==> config.mk <==
export PLATFORM = sky130hd
export DESIGN_NAME = booth_multiplier_32_flat
export DESIGN_NICKNAME = d
export VERILOG_FILES = /design/src/rtl/booth_multiplier_32_if.sv /design/src/rtl/booth_multiplier_32.sv /design/src/flat_wrapper.sv
export SDC_FILE = /design/constraint.sdc
export NUM_CORES = 1
export LEC_CHECK = 0
export ABC_AREA = 1
export BUFFER_PORTS_ARGS = -buffer_cell sky130_fd_sc_hd__buf_4
export CORE_AREA = 8 8 130 132
export CTS_BUF_LIST = sky130_fd_sc_hd__clkbuf_8 sky130_fd_sc_hd__clkbuf_16
export DETAILED_ROUTE_END_ITERATION = 8
export DIE_AREA = 0 0 138 140
export HOLD_SLACK_MARGIN = 0.03
export MAX_ROUTING_LAYER = met4
export PLACE_DENSITY = 0.81
export SKIP_LAST_GASP = 1
export SYNTH_ARGS = -nofsm -noshare
export SYNTH_HDL_FRONTEND = slang
export SYNTH_SLANG_ARGS = --single-unit
==> constraint.sdc <==
create_clock -name clock -period 4.7 [get_ports clock]
set_input_delay 0.94 -clock clock [delete_from_list [all_inputs] [get_ports clock]]
set_output_delay 0.94 -clock clock [all_outputs]
set_load 0.1 [all_outputs]
==> src/rtl/booth_multiplier_32_if.sv <==
// Handshake and operand/result bundle for the iterative Booth multiplier.
// The requester drives start and the operands; the multiplier returns
// status and the product.
interface booth_multiplier_32_if #(
    parameter int WIDTH = 32
);
    logic                    start;
    logic signed [WIDTH-1:0] A;
    logic signed [WIDTH-1:0] B;
    logic                    busy;
    logic                    done;
    logic signed [WIDTH-1:0] result;
    logic                    ovf;

    modport master (
        output start, A, B,
        input  busy, done, result, ovf
    );

    modport slave (
        input  start, A, B,
        output busy, done, result, ovf
    );
endinterface

==> src/rtl/booth_multiplier_32.sv <==
// Iterative radix-2 Booth signed multiplier.
// One add/subtract/pass of the multiplicand per clock over WIDTH clocks, then
// a one-cycle done pulse with the low WIDTH product bits and a signed-overflow
// flag. A new operation may be accepted in the done cycle.
module booth_multiplier_32 #(
    parameter int WIDTH = 32,
    parameter int CNT_W = 6
) (
    input logic                 clock,
    input logic                 reset_n,
    booth_multiplier_32_if.slave bus
);

    typedef enum logic [1:0] {
        IDLE = 2'd0,
        RUN  = 2'd1,
        DONE = 2'd2
    } state_t;

    state_t state_q, state_d;

    // Multiplicand is one bit wider so that negating the most negative value fits.
    logic signed [WIDTH:0]       m_q;
    // {upper accumulator (WIDTH+1), multiplier (WIDTH), Booth guard bit}
    logic signed [2*WIDTH+1:0]   p_q;
    logic        [CNT_W-1:0]     cnt_q;
    logic signed [WIDTH-1:0]     result_q;
    logic                        ovf_q;

    logic                        accept;
    logic                        last_iter;
    logic                        busy_c;
    logic                        done_c;

    logic signed [WIDTH:0]       upper;
    logic signed [WIDTH:0]       addend;
    logic                        cin;
    logic signed [WIDTH:0]       sum;
    logic signed [2*WIDTH+1:0]   p_step;
    logic        [2*WIDTH-1:0]   prod;
    logic                        ovf_step;

    assign accept    = bus.start && (state_q == IDLE || state_q == DONE);
    assign last_iter = (state_q == RUN) && (cnt_q == CNT_W'(WIDTH - 1));

    // State register; reset aborts any operation in flight.
    always_ff @(posedge clock or negedge reset_n) begin
        if (!reset_n) begin
            state_q <= IDLE;
        end else begin
            state_q <= state_d;
        end
    end

    // Next-state and status outputs; start is ignored while running.
    always_comb begin
        state_d = state_q;
        busy_c  = 1'b0;
        done_c  = 1'b0;
        case (state_q)
            IDLE: begin
                if (bus.start) state_d = RUN;
            end
            RUN: begin
                busy_c = 1'b1;
                if (last_iter) state_d = DONE;
            end
            DONE: begin
                done_c  = 1'b1;
                state_d = bus.start ? RUN : IDLE;
            end
            default: state_d = IDLE;
        endcase
    end

    // One Booth step: pick +M, -M (as ~M + 1) or nothing from the guard pair,
    // add into the upper half, then shift the whole register right arithmetically.
    always_comb begin
        upper  = p_q[2*WIDTH+1:WIDTH+1];
        addend = '0;
        cin    = 1'b0;
        case (p_q[1:0])
            2'b01: addend = m_q;
            2'b10: begin
                addend = ~m_q;
                cin    = 1'b1;
            end
            default: addend = '0;
        endcase
        sum      = upper + addend + $signed({{WIDTH{1'b0}}, cin});
        p_step   = $signed({sum, p_q[WIDTH:0]}) >>> 1;
        prod     = p_step[2*WIDTH:1];
        ovf_step = (prod[2*WIDTH-1:WIDTH] != {WIDTH{prod[WIDTH-1]}});
    end

    // Operand capture on accept, iteration while running, result capture on the last step.
    always_ff @(posedge clock or negedge reset_n) begin
        if (!reset_n) begin
            m_q      <= '0;
            p_q      <= '0;
            cnt_q    <= '0;
            result_q <= '0;
            ovf_q    <= 1'b0;
        end else begin
            if (accept) begin
                m_q   <= {bus.A[WIDTH-1], bus.A};
                p_q   <= {{(WIDTH+1){1'b0}}, bus.B, 1'b0};
                cnt_q <= '0;
            end else if (state_q == RUN) begin
                p_q   <= p_step;
                cnt_q <= cnt_q + 1'b1;
            end
            if (last_iter) begin
                result_q <= prod[WIDTH-1:0];
                ovf_q    <= ovf_step;
            end
        end
    end

    assign bus.busy   = busy_c;
    assign bus.done   = done_c;
    assign bus.result = result_q;
    assign bus.ovf    = ovf_q;

endmodule
==> src/flat_wrapper.sv <==
// flat-port wrapper written by rule: the top's interface ports become plain ports
module booth_multiplier_32_flat 
#(
    parameter int WIDTH = 32,
    parameter int CNT_W = 6
)
  (clock, reset_n, bus_start, bus_A, bus_B, bus_busy, bus_done, bus_result, bus_ovf);
  booth_multiplier_32_if #(.WIDTH(WIDTH)) bus_i ();
  input logic clock;
  input logic reset_n;
  input wire logic [$bits(bus_i.start)-1:0] bus_start;
  input wire logic [$bits(bus_i.A)-1:0] bus_A;
  input wire logic [$bits(bus_i.B)-1:0] bus_B;
  output wire logic [$bits(bus_i.busy)-1:0] bus_busy;
  output wire logic [$bits(bus_i.done)-1:0] bus_done;
  output wire logic [$bits(bus_i.result)-1:0] bus_result;
  output wire logic [$bits(bus_i.ovf)-1:0] bus_ovf;
  assign bus_i.start = bus_start;
  assign bus_i.A = bus_A;
  assign bus_i.B = bus_B;
  assign bus_busy = bus_i.busy;
  assign bus_done = bus_i.done;
  assign bus_result = bus_i.result;
  assign bus_ovf = bus_i.ovf;
  booth_multiplier_32 #(.WIDTH(WIDTH), .CNT_W(CNT_W)) u_core (.clock(clock), .reset_n(reset_n), .bus(bus_i));
endmodule
======== Word-level counts from Yosys, hierarchy flattened ========
Index checks and enable logic that the tools add are counted.
operators by class
  add/subtract/negate cells ............... 3
  equal/unequal tests ..................... 8
  mux-type cells .......................... 12
  bitwise logic cells ..................... 1
  reductions and logical operators ........ 6
operators with widths
  kind                                                                     number
  66-bit two-way mux                                                       2
  33-bit case mux with 2 select lines                                      1
  33-bit by 2-bit adder with 33-bit output                                 1
  33-bit adder                                                             1
  32-bit NOT with 33-bit output                                            1
  32-bit inequality test                                                   1
  6-bit two-way mux                                                        2
  6-bit by 1-bit adder with 6-bit output, second input constant            1
  6-bit by 5-bit equality test with 1-bit output, second input constant    1
  2-bit case mux with 3 select lines                                       1
  2-bit by 1-bit equality test with 1-bit output, second input constant    2
  2-bit equality test, second input constant                               2
  1-bit two-way mux                                                        4
  2-bit two-way mux                                                        2
  1-bit logical AND                                                        2
  2-bit zero test                                                          1
  2-bit by 1-bit inequality test with 1-bit output, second input constant  1
  2-bit inequality test, second input constant                             1
  2-bit AND reduction                                                      1
  2-bit nonzero test                                                       1
  1-bit logical OR                                                         1
word-level totals
  bits in registers ....................... 139
  bits of input ports ..................... 67
  output and inout port bits .............. 35

======== Logic depth before layout (Yosys ltp) ========
  depth after elaboration ................. 6
  gate-level depth with buffers ........... 25

======== Worst setup path before layout ========
OpenSTA, ideal clock, no wires.
  path type ............................... register -> register
  from .................................... register u_core.p_q[0]
  to ...................................... register u_core.ovf_q, in the netlist u_core.bus.ovf
  library setup time ...................... 0.122 ns
  arrival ................................. 2.663 ns
  data required time ...................... 4.578 ns
  setup slack ............................. 1.915 ns
  stages on the path, launching flop included .. 23
  path buffers ............................ 1
  period minus slack after synthesis ...... 2.785 ns
  path through ............................ dfrtp_1 > inv_1 > nand2_1 > clkbuf_1 > a21oi_1 > ha_1 > inv_1 > nand2_2 > inv_1 > fa_1 > inv_1 > nand3_1 > nand2_2 > nand2_1 > nand2_2 > xor2_1 > nand4_1 > nand2_1 > inv_1 > nor2_1 > nand2_1 > nor2_1 > a21oi_1
between the ends
  longest elaborated chain between the ends .. 5
  elaborated cells between the ends (all ways) .. 7
  those cells by class .................... add/sub (2); eq/ne (3); mux (2)
RTL lines
  what                                                                                          line                        source
  start, declared                                                                               booth_multiplier_32.sv:25   logic signed [2*WIDTH+1:0] p_q;
  start signal, assigned                                                                        booth_multiplier_32.sv:107  p_q <= {{(WIDTH+1){1'b0}}, bus.B, 1'b0};
  start signal, assigned                                                                        booth_multiplier_32.sv:110  p_q <= p_step;
  2-bit equality test / 2-bit by 1-bit equality test with 1-bit output (equally long branches)  booth_multiplier_32.sv:82   case (p_q[1:0])
  33-bit case mux with 2 select lines                                                           booth_multiplier_32.sv:82
  33-bit adder                                                                                  booth_multiplier_32.sv:90   sum = upper + addend + $signed({{WIDTH{1'b0}}, cin});
  33-bit by 2-bit adder with 33-bit output *                                                    booth_multiplier_32.sv:90
  32-bit inequality test *                                                                      booth_multiplier_32.sv:93   ovf_step = (prod[2*WIDTH-1:WIDTH] != {WIDTH{prod[WIDTH-1]}});
  end signal, assigned                                                                          booth_multiplier_32.sv:115  ovf_q <= ovf_step;
  end, declared                                                                                 booth_multiplier_32.sv:28   logic ovf_q;
Every way passes the cells marked *; elsewhere a longest branch is shown, timed or not.
A chain may end at the register's enable or synchronous reset.

======== Worst setup path after layout ========
Same ends and word-level chain as after synthesis.

==> results.toml <==
[run_status]
outcome = "completed"

[route]
wl_mm = 25.74
drtIter0Drc = 646
avgViaCountPerCell = 5.462
remaining_drc_errors = 0
dr.pass1.iters = 7
post_drt_wl_per_cell_um = 16.51
vias = 8516
ant_nets = 0

[grt]
antenna_found_initial = 0
grt_pass1_wl_mm = 42.35
grt_max_degree = 66
grt_pass1_vias = 8418
grt_usage_pct = 27.49
overflow = 0

[floorplanning]
core_um2 = 14860
rows = 45
die_area_um2 = 19320
die_w_um = 138
num_io_pins = 102
start_util_pct = 58.92
die_h_um = 140

[layout]
syn_to_final_growth_pct = 18.33
fin_nets = 1459
final_area_um2 = 10360
layout-drive-gt1-share_pct = 14.66
antenna_cells = 0

[sta]
worstMarginPinSlew_ns = 0.8451
rsz0062_at_grt = "no"
hold_violations = 0
period_share_pct = 73.72
setup_viol = 0
fmax_ghz = 0.2886
maxSlewViolCount = 0
period_minus_slack_ns = 3.465
slew-limit-headroom_pct = 43.60
fin_worst_skew_ns = 0.008643
setup_tns_ns = 0

[clocking]
max-clock-path-buffers = 2
hold_buffers = 0
insertion_delay_ns = 0.43
numCtsBuffers = 17
clock_sinks = 138
clk_pin_slew_worst_paths_ns = 0.06
htreeDepth = 4
post_cts_buffers = 0
clockRootBuffer = "clkbuf_16"
cts_tree = "yes"
ctsResizeCount = 0

[logic_synthesis]
yosys.area.top_type = "dfrtp_1"
synth_edf_count = 0
netlist.area_leader.share_pct = 39.43
synth_area_per_cell_um2 = 6.913
synth_ff_type = "dfrtp_1"
async_flop_share_pct = 100.0
ys_top_cells_by_count = "nand2_1, inv_1, dfrtp_1"
yosysWarnings = 0
ys_types = 39
syn_inst = 1267
synth-seq-area-share_pct = 39.43
netlist_area_um2 = 8758
synth_most_common_cell = "nand2_1"
syn_nets = 1368
synth_area_leaders = "dfrtp_1, nand2_1, inv_1"
ys_ff_latch = 138

[setup_path]
endpoint_kind = "flip-flop"
arrival_ns = 3.78
crit_fanout = 22
r2r_slack_ns = 1.24
start_kind = "flip-flop"
crit_type = "reg -> reg"
worstPathRequired_ns = 5.01

[place]
dp_hpwl_mm = 18.95
detailed_place.area_um2 = 9697
routabilityCongestion = 1.025
portBuffers = 101

[min_path]
min_path_type = "in -> async"

[flow_run]
cap_violations = 0
-- registers in the layout, indices dropped and copies added, names as in the netlist --
register,count
u_core.state_q,2
u_core.m_q,32
u_core.bus.ovf,1
u_core.p_q,65
u_core.bus.result,32
u_core.cnt_q,6
-- layout make-up --
cell class | instances | area (µm²)
Tap cell | 188 | 235.2
Inverter | 182 | 683.2
Timing Repair Buffer | 112 | 844.6
Fill cell | 1249 | 4501
Sequential cell | 138 | 3453
Clock inverter | 13 | 214.0
Clock buffer | 19 | 452.9
Multi-Input combinational cell | 907 | 4481
-- metal layers --
| metal | wire, µm | track usage, % | vias up |
|---|---|---|---|
| met5 | 0 | - | - |
| met4 | 607 | 8.524 | 0 |
| met3 | 2138 | 7.336 | 47 |
| met2 | 11590 | 41.83 | 329 |
| met1 | 11400 | 35.18 | 3938 |
| li1 | - | - | 4202 |
-- placed cells by master, fill, tap and decap left out, types with 6 or more instances in the layout --
master	n
o221ai_1	16
nand4_1	19
nand2_1	480
clkbuf_16	17
dfrtp_1	138
nand3_1	65
nand2_2	24
nor2_1	74
o21ai_0	95
inv_1	177
a32o_1	7
buf_4	111
nor3_1	6
o211ai_1	15
ha_1	33
nor2_2	11
nand3_2	7
a21oi_1	18
a22o_1	6
-- critical path, cell delays in order, from the launching register on --
cell     delay, ns
dfrtp_1       0.37
inv_1         0.13
nand2_1       0.24
buf_4         0.29
a21oi_1       0.18
ha_1          0.16
inv_1         0.04
nand2_2       0.11
inv_1         0.07
fa_1          0.41
inv_1         0.11
nand3_1       0.09
nand2_2       0.12
nand2_1       0.08
nand2_2       0.10
nand2_1       0.08
nand2_1       0.10
nand2_1       0.07
nand2_1       0.07
nand2_1       0.04
nand2_1       0.09
inv_1         0.04
nor2_1        0.11
nand4_1       0.09
nand2_1       0.11
a21oi_1       0.07
-- worst paths after layout --
check                                      from                    end  depth (start not counted)
worst max-delay path              u_core.p_q[0]         u_core.bus.ovf                         25
worst min-delay path                    reset_n  u_core.bus.result[24]                          1
worst max register to register    u_core.p_q[0]         u_core.bus.ovf                         25
worst min register to register  u_core.cnt_q[5]        u_core.cnt_q[5]                          1
max in group asynchronous               reset_n         u_core.p_q[48]                          2
min in group clock              u_core.cnt_q[5]        u_core.cnt_q[5]                          1
-- metrics by stage --
stage / util (%) / instances / hold slack [ns] / worst slack, ns
floorplan: - / 1267 / 0.4351 / 1.915
CTS: 69.72 / 1559 / 0.4594 / 1.268
global placement: 65.24 / 1527 / 0.4555 / 1.423
detailed placement: 65.24 / 1527 / 0.4613 / 1.334
global route: 69.72 / 1559 / 0.4944 / 0.8436
finish: 69.72 / 1559 / 0.4492 / 1.235
-- logic make-up after synthesis --
logic type	synth area share (%)
xor+xnor	0.8858
simple gates	33.50
buf+inv	9.528
compound gates	11.71
fa+ha+maj	4.943
flops	39.43
Power is not shown: default switching activity piles up to over one toggle a cycle in this logic, so the estimate is an artifact.
